===== config.mk =====
export PLATFORM = sky130hd
export DESIGN_NAME = project_seed_hit_flat
export DESIGN_NICKNAME = d
export VERILOG_FILES = /design/src/rtl/project_blastn_pkg.sv /design/src/rtl/project_seed_hit_if.sv /design/src/rtl/project_seed_cmp.sv /design/src/rtl/project_seed_hit.sv /design/src/flat_wrapper.sv
export SDC_FILE = /design/constraint.sdc
export NUM_CORES = 1
export LEC_CHECK = 0
export ABC_CLOCK_PERIOD_IN_PS = 3600
export CAP_MARGIN = 0
export CELL_PAD_IN_SITES_DETAIL_PLACEMENT = 0
export CELL_PAD_IN_SITES_GLOBAL_PLACEMENT = 1
export CORE_MARGIN = 2
export CORE_UTILIZATION = 31
export DETAILED_ROUTE_END_ITERATION = 6
export HOLD_SLACK_MARGIN = 0.08
export PLACE_DENSITY_LB_ADDON = 0.1
export SKIP_LAST_GASP = 1
export SLEW_MARGIN = 25
export SYNTH_ARGS = -nofsm -noshare
export SYNTH_HDL_FRONTEND = slang
export SYNTH_HIERARCHICAL = 1
export SYNTH_SLANG_ARGS = --single-unit

===== constraint.sdc =====
create_clock -name clk -period 3.6 [get_ports clk]
set_input_delay 0.54 -clock clk [delete_from_list [all_inputs] [get_ports clk]]
set_output_delay 0.54 -clock clk [all_outputs]
set_load 0.01 [all_outputs]

===== src/rtl/project_blastn_pkg.sv =====
// Shared definitions for the seed-hit stage: message layouts, base encoding and FSM states.
package project_blastn_pkg;

  localparam int FIELD_W   = 32;
  localparam int BASE_W    = 2;
  localparam int POS_W     = 5;
  localparam int ISTREAM_W = 192;
  localparam int OSTREAM_W = 224;

  // Job message layout, query in the lowest field.
  localparam int I_QUERY_LSB  = 0;
  localparam int I_DB_LSB     = 32;
  localparam int I_QSTART_LSB = 64;
  localparam int I_DSTART_LSB = 96;
  localparam int I_LEN_LSB    = 128;
  localparam int I_SCORE_LSB  = 160;

  // Hit message layout: same fields with hit_pos inserted above the database word.
  localparam int O_QUERY_LSB  = 0;
  localparam int O_DB_LSB     = 32;
  localparam int O_HITPOS_LSB = 64;
  localparam int O_QSTART_LSB = 96;
  localparam int O_DSTART_LSB = 128;
  localparam int O_LEN_LSB    = 160;
  localparam int O_SCORE_LSB  = 192;

  typedef enum logic [1:0] {
    IDLE = 2'd0,
    SCAN = 2'd1,
    EMIT = 2'd2
  } state_e;

endpackage


===== src/rtl/project_seed_hit_if.sv =====
// Job input and hit output streams of the seed-hit stage.
// A transfer happens on the rising clk edge where val and rdy are both high; the
// sender holds val and msg stable until then, and rdy never depends on val.
interface project_seed_hit_if;
  import project_blastn_pkg::*;

  logic                 istream_val;
  logic                 istream_rdy;
  logic [ISTREAM_W-1:0] istream_msg;
  logic                 ostream_val;
  logic                 ostream_rdy;
  logic [OSTREAM_W-1:0] ostream_msg;

  modport master (
    output istream_val, istream_msg, ostream_rdy,
    input  istream_rdy, ostream_val, ostream_msg
  );

  modport slave (
    input  istream_val, istream_msg, ostream_rdy,
    output istream_rdy, ostream_val, ostream_msg
  );

endinterface


===== src/rtl/project_seed_cmp.sv =====
// Diagonal-0 k-mer compare: do seed_len bases starting at pos agree in query and database?
module project_seed_cmp
  import project_blastn_pkg::*;
#(
  parameter int query_len = 16,
  parameter int seed_len  = 4
) (
  input  logic [FIELD_W-1:0] query,
  input  logic [FIELD_W-1:0] database,
  input  logic [POS_W-1:0]   pos,
  output logic               match
);

  // Bases beyond the word length never take part in a comparison.
  localparam logic [FIELD_W-1:0] WORD_MASK =
    (query_len >= FIELD_W / BASE_W) ? '1 : FIELD_W'((64'd1 << (BASE_W * query_len)) - 64'd1);

  logic [FIELD_W-1:0] diff;

  always_comb begin
    diff  = ((query ^ database) & WORD_MASK) >> {pos, 1'b0};
    match = ~|diff[BASE_W*seed_len-1:0];
  end

endmodule


===== src/rtl/project_seed_hit.sv =====
// Seed-hit finder: scans one k-mer position per cycle along diagonal 0 and emits a
// message per non-overlapping exact seed match, carrying the job fields through.
module project_seed_hit
  import project_blastn_pkg::*;
#(
  parameter int query_len    = 16,
  parameter int database_len = 16,
  parameter int seed_len     = 4
) (
  input  logic               clk,
  input  logic               reset,
  project_seed_hit_if.slave  io,
  output logic               busy,
  output state_e             state_dbg
);

  localparam int WORD_LEN = (query_len < database_len) ? query_len : database_len;
  localparam int LAST_POS = WORD_LEN - seed_len;

  state_e             state;
  logic [POS_W-1:0]   pos;
  logic [POS_W-1:0]   hit_pos;
  logic               ostream_val_q;
  logic [FIELD_W-1:0] query_r;
  logic [FIELD_W-1:0] db_r;
  logic [FIELD_W-1:0] qstart_r;
  logic [FIELD_W-1:0] dstart_r;
  logic [FIELD_W-1:0] len_r;
  logic [FIELD_W-1:0] score_r;
  logic               match;
  logic [POS_W:0]     resume_pos;

  project_seed_cmp #(
    .query_len (WORD_LEN),
    .seed_len  (seed_len)
  ) u_cmp (
    .query    (query_r),
    .database (db_r),
    .pos      (pos),
    .match    (match)
  );

  // Scanning restarts just past the emitted seed so overlapping hits are skipped.
  assign resume_pos = {1'b0, hit_pos} + (POS_W+1)'(seed_len);

  always_ff @(posedge clk or negedge reset) begin
    if (!reset) begin
      state         <= IDLE;
      pos           <= '0;
      hit_pos       <= '0;
      ostream_val_q <= 1'b0;
      query_r       <= '0;
      db_r          <= '0;
      qstart_r      <= '0;
      dstart_r      <= '0;
      len_r         <= '0;
      score_r       <= '0;
    end else begin
      case (state)
        IDLE: begin
          if (io.istream_val) begin
            query_r  <= io.istream_msg[I_QUERY_LSB  +: FIELD_W];
            db_r     <= io.istream_msg[I_DB_LSB     +: FIELD_W];
            qstart_r <= io.istream_msg[I_QSTART_LSB +: FIELD_W];
            dstart_r <= io.istream_msg[I_DSTART_LSB +: FIELD_W];
            len_r    <= io.istream_msg[I_LEN_LSB    +: FIELD_W];
            score_r  <= io.istream_msg[I_SCORE_LSB  +: FIELD_W];
            pos      <= '0;
            state    <= SCAN;
          end
        end
        SCAN: begin
          if (match) begin
            hit_pos       <= pos;
            ostream_val_q <= 1'b1;
            state         <= EMIT;
          end else if (pos == POS_W'(LAST_POS)) begin
            state <= IDLE;
          end else begin
            pos <= pos + 1'b1;
          end
        end
        EMIT: begin
          if (io.ostream_rdy) begin
            ostream_val_q <= 1'b0;
            if (resume_pos > (POS_W+1)'(LAST_POS)) begin
              state <= IDLE;
            end else begin
              pos   <= resume_pos[POS_W-1:0];
              state <= SCAN;
            end
          end
        end
        default: begin
          ostream_val_q <= 1'b0;
          state         <= IDLE;
        end
      endcase
    end
  end

  assign io.istream_rdy = (state == IDLE);
  assign io.ostream_val = ostream_val_q;
  assign io.ostream_msg = {score_r, len_r, dstart_r, qstart_r,
                           {(FIELD_W-POS_W){1'b0}}, hit_pos, db_r, query_r};
  assign busy           = (state != IDLE);
  assign state_dbg      = state;

endmodule


===== src/flat_wrapper.sv =====
// flat-port wrapper written by rule: the top's interface ports become plain ports
module project_seed_hit_flat import project_blastn_pkg::*;
#(
  parameter int query_len    = 16,
  parameter int database_len = 16,
  parameter int seed_len     = 4
)
  (clk, reset, busy, state_dbg, io_istream_val, io_istream_msg, io_ostream_rdy, io_istream_rdy, io_ostream_val, io_ostream_msg);
  project_seed_hit_if io_i ();
  input  logic clk;
  input  logic reset;
  output logic busy;
  output state_e state_dbg;
  input wire logic [$bits(io_i.istream_val)-1:0] io_istream_val;
  input wire logic [$bits(io_i.istream_msg)-1:0] io_istream_msg;
  input wire logic [$bits(io_i.ostream_rdy)-1:0] io_ostream_rdy;
  output wire logic [$bits(io_i.istream_rdy)-1:0] io_istream_rdy;
  output wire logic [$bits(io_i.ostream_val)-1:0] io_ostream_val;
  output wire logic [$bits(io_i.ostream_msg)-1:0] io_ostream_msg;
  assign io_i.istream_val = io_istream_val;
  assign io_i.istream_msg = io_istream_msg;
  assign io_i.ostream_rdy = io_ostream_rdy;
  assign io_istream_rdy = io_i.istream_rdy;
  assign io_ostream_val = io_i.ostream_val;
  assign io_ostream_msg = io_i.ostream_msg;
  project_seed_hit #(.query_len(query_len), .database_len(database_len), .seed_len(seed_len)) u_core (.clk(clk), .reset(reset), .io(io_i), .busy(busy), .state_dbg(state_dbg));
endmodule

==> metrics.md, run 1 <==
| Metric | Value |
|---|---|
| Status | `complete, no violations` |
| Main synth FF type | `dfrtp_1` |
| Total grt overflow | `0` |
| Post-synth cell types | `46` |
| Unrepaired setup endpoints after global routing | `no` |
| EDFF count, synth | `0` |
| Pin count of the biggest net entering global routing | `87` |
| P&R area growth vs syn | `60.2%` |
| Final Max Slew Viols | `0` |
| Mapped Area | `~8600 µm²` |
| Leak | `0.00572 µW` |
| Final period util | `between 80% and 90%` |
| Syn_area_per_cell | `around 15 µm²` |
| Top delay family on crit path | `compound AO/OA/AOI/OAI gates` |
| Via density per instance | `roughly 4.4` |
| Core Rows | `61` |
| CP arrival | `3.36 ns` |
| CP max FO | `18` |
| H-tree levels | `1` |
| Die area | `29200 µm²` |
| FMAX | `roughly 340 MHz` |
| Worst flop-to-flop path endpoint | `u_core/pos[2]$_DFFE_PN0P_` |
| Routability Congestion | `between 0.7 and 0.8` |
| NumNets Final | `1206` |
| Fraction of registers with async set/reset | `100%` |
| Least-Margin Pin Slew | `0.742 ns` |
| Initial cell density of the core | `a little under a third` |
| Worst Clk Skew | `0.0156 ns` |
| Setup crit end kind | `flip-flop` |
| DR iter-0 viols | `193` |
| Final hold vios | `0` |
| Slowest cell delay on critical path | `0.56 ns` |
| DRT antenna net count | `0` |
| Initial antenna violation count | `1` |
| Antenna diodes | `0` |
| Critical path required time | `4.06 ns` |
| IO buf count | `397` |
| Clock latency at the later pin of the worst-skew pair | `0.53 ns` |
| CP startpoint kind | `flip-flop` |
| Yosys warns | `6` |
| Most frequent cells in the layout | `clkdlybuf4s50_1 (396), dfrtp_1 (205), mux2_2 (195)` |
| Root Driver | `clkbuf_16` |
| Clock transition at path regs | `0.06 ns` |
| Die H | `171 µm` |
| # DRC | `0` |
| Max_cap viols | `0` |
| Worst reg2reg path depth | `9` |
| Maximum ir drop on the vdd rail | `430 µV` |
| Final Util | `50.1%` |
| Setup TNS | `0 ns` |
| Postcts setup bufs | `0` |
| Tot GR Track Use | `17.4%` |
| CTS tree | `yes` |
| Placed Cells | `1353` |
| Crit path kind | `flip-flop to flip-flop` |
| R2R Path Start | `u_core/pos[0]$_DFFE_PN0P_` |
| Critical path's slowest cell | `dfrtp_1` |
| First-pass GRT wire length | `38600 µm` |
| Via Count | `6206` |
| Pre-Repair DR Iteration Count | `5` |
| Crit path buf inv count | `0` |
| Core area | `27600 µm²` |
| Vias in the first global route | `between 6k and 7k` |
| Post-detail-place hpwl | `between 15000 and 20000 µm` |
| Final setup viols | `0` |
| Routed WL | `26400 µm` |
| Post-CTS Hold Fix Bufs | `0` |
| Post_cts resized | `0` |
| PwrDens | `915 nW/µm²` |
| Hold crit path type | `input port to asynchronous set/reset pin` |
| Tot Pwr | `about 13000 µW` |
| Flop2flop setup slack | `0.70 ns` |
| Relative slew slack | `50.5%` |
| Post-Layout Cell Count | `1395` |
| CP endpoint | `u_core/pos[2]$_DFFE_PN0P_` |
| Critical Path Stages | `9` |
| Post-synthesis cell count | `595` |
| Layout cell share with drive strength beyond 1 | `24.7%` |
| Crit-path cells | `nor3b_1, o211ai_1, o21ai_0, a21oi_1, o211ai_2, a41o_1, a211o_1, or4_1, nand3_1` |
| Post-synthesis sequential area ratio | `between 50% and 60%` |
| CTS sink cnt | `205` |
| Crit path launch | `u_core/pos[0]$_DFFE_PN0P_` |
| Avg WL per Cell | `18.9 µm` |
| Die Width | `171 µm` |
| CTS buffer count | `25` |
| IO Count | `425` |
| Max clock buf depth | `3` |
| Most common cell after layout, fill and taps aside | `clkdlybuf4s50_1` |
| Synthesized flop and latch total | `205` |
| Final min period | `2.90 ns` |
routing by layer:
layer	vias to the layer above	share of wire, %	track usage, %
met3	39	8.8	6.69
met4	2	2.2	4.42
met2	224	51	30.3
met1	3061	38	20.0
met5	-	0.049	0
li1	2880	-	-
cell usage after synthesis, types with 8 or more instances:
cell | n | share of area (%)
xor2_1 | 24 | 2.4
dfrtp_1 | 205 | 59
inv_1 | 10 | 0.43
buf_4 | 27 | 2.3
ha_1 | 8 | 1.2
o21ai_0 | 14 | 0.81
nand2_1 | 9 | 0.39
clkbuf_1 | 22 | 0.96
nor2_1 | 8 | 0.35
xnor2_1 | 9 | 0.91
mux2_2 | 195 | 25
nor3_1 | 9 | 0.52
state kept, by name, summed over array words and instances, names as in the netlist:
name / flops
u_core/len_r: 32
u_core/query_r: 32
u_core/score_r: 32
u_core/dstart_r: 32
u_core/pos: 5
u_core/qstart_r: 32
u_core/hit_pos: 5
u_core/io.ostream_val: 1
u_core/state_dbg: 2
u_core/db_r: 32
how the worst min path moves through the flow:
stage                                 endpoint  slack [ns]  cells after the start
3_5_place_dp      u_core/len_r[18]$_DFFE_PN0P_        0.49                      1
6_report         u_core/query_r[0]$_DFFE_PN0P_        0.08                      1
3_3_place_gp    u_core/score_r[13]$_DFFE_PN0P_        0.49                      1
5_1_grt        u_core/dstart_r[12]$_DFFE_PN0P_        0.14                      1
4_1_cts        u_core/dstart_r[12]$_DFFE_PN0P_        0.11                      1
2_1_floorplan       u_core/db_r[0]$_DFFE_PN0P_        0.24                      0
power by group:
group          switching, µW  leakage (µW)  internal [µW]
logic                   2410       0.00288           3560
clock network            984      0.000406           1480
registers                755       0.00243           3470
kinds of logic (layout without fill, tap and decap cells):
kind of cell | Yosys count | in the layout | share of synthesized area [%]
other | 1 | 27 | 0.0434
buffers and inverters | 62 | 458 | 4.04
adders and majority gates | 8 | 8 | 1.16
AOI/OAI and AO/OA | 46 | 46 | 3.78
DFF | 205 | 205 | 59.4
muxes | 195 | 195 | 25.4
and+or+nand+nor | 45 | 45 | 2.77
xor gates and xnor gates | 33 | 33 | 3.35
stage by stage:
step	hold slack [ns]	worst slack (ns)	area (µm²)
after CTS	0.107	0.685	13800
final	0.0841	0.697	13800
after floorplan	0.244	1.03	8730
after detailed placement	0.492	0.705	13000
after global placement	0.486	0.768	13000
after global routing	0.139	0.421	13800
area by class of cell:
type / instances / area [µm²]
Inverter: 11 / 41.3
Clock inverter: 4 / 38.8
Clock buffer: 38 / 774
Sequential cell: 205 / 5130
Fill cell: 2514 / 13800
Timing Repair Buffer: 405 / 4110
Tap cell: 378 / 473
Multi-Input combinational cell: 354 / 3260
No activity file was read; power rests on OpenSTA's default activity.
==> run 2, diff against run 1 <==
Settings changed: ABC_CLOCK_PERIOD_IN_PS 3600 to 2900.
Clock period 3.6 ns to 2.9 ns, I/O delays scaled along.
==> run 2 against run 1 <==
Register-to-register slack worse by 0.47 ns. Fmax rose by 8.5%. Final cell count rose by 1.1%. Clock power is 20% higher. Sequential share of layout area down 0.30 points. Global-route usage up 0.60 points. Clock skew is 0.0096 ns lower. Combinational power increased by 26%. Non-clock buffer count increased by 14. Sequential power is 24% higher.
==> metrics.md, run 2 (synthesis gave the netlist of run 1 again) <==
| Metric | Value |
|---|---|
| Status | `complete, no violations` |
| Least-Margin Pin Slew | `0.742 ns` |
| Clock transition at path regs | `0.06 ns` |
| Via density per instance | `4.49` |
| Post-detail-place hpwl | `20600 µm` |
| Core Rows | `between 60 and 70` |
| CP arrival | `about 3.1 ns` |
| Routability Congestion | `0.775` |
| Worst Clk Skew | `~0.0060 ns` |
| Pre-Repair DR Iteration Count | `4` |
| Psw | `5180 µW` |
| Pin count of the biggest net entering global routing | `86` |
| FMAX | `374 MHz` |
| Most frequent cells in the layout | `clkdlybuf4s50_1 (396), dfrtp_1 (205), mux2_2 (195)` |
| IO buf count | `397` |
| Part of the power in registers | `33.3%` |
| NumNets Final | `1220` |
| Final min period | `2.68 ns` |
| P&R area growth vs syn | `61.5%` |
| Relative slew slack | `50.5%` |
| Vias in the first global route | `about 6.7k` |
| Maximum ir drop on the vdd rail | `639 µV` |
| Final hold vios | `0` |
| CP max FO | `4` |
| Final Util | `roughly half` |
| Hold crit path type | `flip-flop to flip-flop` |
| Crit path kind | `flip-flop to flip-flop` |
| IO Count | `approximately 430` |
| Tot GR Track Use | `18.0%` |
| First-pass GRT wire length | `39900 µm` |
| Max_cap viols | `0` |
| Root Driver | `clkbuf_16` |
| Initial cell density of the core | `between 30% and 40%` |
| Layout cell share with drive strength beyond 1 | `around 26%` |
| Clock latency at the later pin of the worst-skew pair | `0.52 ns` |
| Initial antenna violation count | `2` |
| Combinational share of power | `a little under half` |
| Final Max Slew Viols | `0` |
| # fillers | `2513` |
| Core area | `27600 µm²` |
| # DRC | `0` |
| CTS tree | `yes` |
| DR iter-0 viols | `256` |
| Unrepaired setup endpoints after global routing | `no` |
| Setup TNS | `0 ns` |
| Total grt overflow | `0` |
| Sw Share | `32.9%` |
| DRT antenna net count | `0` |
| Critical path required time | `roughly 3.4 ns` |
| Die Width | `171 µm` |
| Die H | `171 µm` |
| Avg WL per Cell | `19.1 µm` |
| Routed WL | `27000 µm` |
| Die area | `29200 µm²` |
| CP startpoint kind | `flip-flop` |
| CTS buffer count | `25` |
| Leak | `between 0.005 and 0.006 µW` |
| PwrDens | `about 1100 nW/µm²` |
| Setup crit end kind | `flip-flop` |
| Via Count | `around 6.3k` |
| Most common cell after layout, fill and taps aside | `clkdlybuf4s50_1` |
| Postcts setup bufs | `0` |
| Clock share of power | `18.7%` |
| CTS sink cnt | `205` |
| Final setup viols | `0` |
| Int Pwr | `10500 µW` |
| Max clock buf depth | `3` |
| Final period util | `92.3%` |
| H-tree levels | `1` |
## run 2: changes by cell type in the layout (fill, tap and decap cells not counted), moves of 2 or more
| cell | previous run | this run |
|---|---|---|
| xor2_1 | 24 | 22 |
| xor2_2 | 0 | 2 |
| buf_4 | 2 | 14 |
| clkinv_2 | 2 | 6 |
| clkbuf_1 | 3 | 5 |
| clkbuf_8 | 11 | 8 |
## run 2: layout make-up
cell class / instances / area (µm²) / share of cell area, %
clock inverter: 6 / 30.0 / 0.215
tap: 378 / 473 / 3.39
antenna: 1 / 2.50 / 0.0179
timing repair buffer: 419 / 4230 / 30.4
inverter: 11 / 41.3 / 0.296
multi-input combinational: 354 / 3290 / 23.6
clock buffer: 37 / 741 / 5.31
sequential: 205 / 5130 / 36.8
## run 2: worst max-delay path, cell delays in order (launching register included)
cell	delay, ns
dfrtp_1	0.40
xor2_1	0.23
nor3_1	0.11
o21ai_0	0.21
nor3_1	0.08
o21ai_0	0.25
o211ai_2	0.17
a41o_1	0.25
a211o_1	0.32
or4_1	0.52
nand3_1	0.07
## run 2: power by group through the flow
stage          clock [µW]  sequential [µW]  combinational (µW)
6_report             2950             5240                7540
5_1_grt              3150             5450                8070
4_1_cts              3040             5250                7640
3_5_place_dp            0             5270                7600
3_3_place_gp            0             5190                7660
2_1_floorplan           0             5870                2690
## run 2: worst paths after layout
path / startpoint / endpoint / slack (ns) / depth (start not counted)
max: u_core/db_r[16]$_DFFE_PN0P_ / u_core/pos[2]$_DFFE_PN0P_ / 0.22 / 10
min: u_core/len_r[18]$_DFFE_PN0P_ / u_core/len_r[18]$_DFFE_PN0P_ / 0.50 / 1
max reg2reg: u_core/db_r[16]$_DFFE_PN0P_ / u_core/pos[2]$_DFFE_PN0P_ / 0.22 / 10
min reg2reg: u_core/len_r[18]$_DFFE_PN0P_ / u_core/len_r[18]$_DFFE_PN0P_ / 0.50 / 1
max in group asynchronous: reset / u_core/len_r[14]$_DFFE_PN0P_ / 1.59 / 3
min in group asynchronous: reset / u_core/query_r[0]$_DFFE_PN0P_ / 0.56 / 2
## run 2: repair_timing
action,4_1_cts,5_1_grt
hold buffers,1,0
endpoints found under the hold margin,80,0
gates resized for setup,0,5
endpoints found under the setup margin,0,3
## run 2: routing by layer
layer | share of wire, % | wire, µm | vias up | track usage (%)
li1 | - | - | 2890 | -
met1 | 37 | 10100 | 3150 | 20.4
met2 | 51 | 13700 | 241 | 31.6
met3 | 9.2 | 2480 | 46 | 6.64
met4 | 2.5 | 674 | 2 | 5.31
met5 | 0.048 | 13 | - | 0
## run 2: metrics by stage
step | hold WS [ns] | instance area, µm² | instances | power (µW) | setup slack [ns]
6_report | 0.501 | 13900 | 1411 | 15700 | 0.223
5_1_grt | 0.506 | 13900 | 1411 | 16700 | 0.0191
4_1_cts | 0.502 | 13900 | 1410 | 15900 | 0.184
3_5_place_dp | 0.492 | 13100 | 1366 | 12900 | 0.190
3_3_place_gp | 0.487 | 13100 | 1366 | 12900 | 0.224
2_1_floorplan | 0.139 | 8730 | 621 | 8560 | 0.332
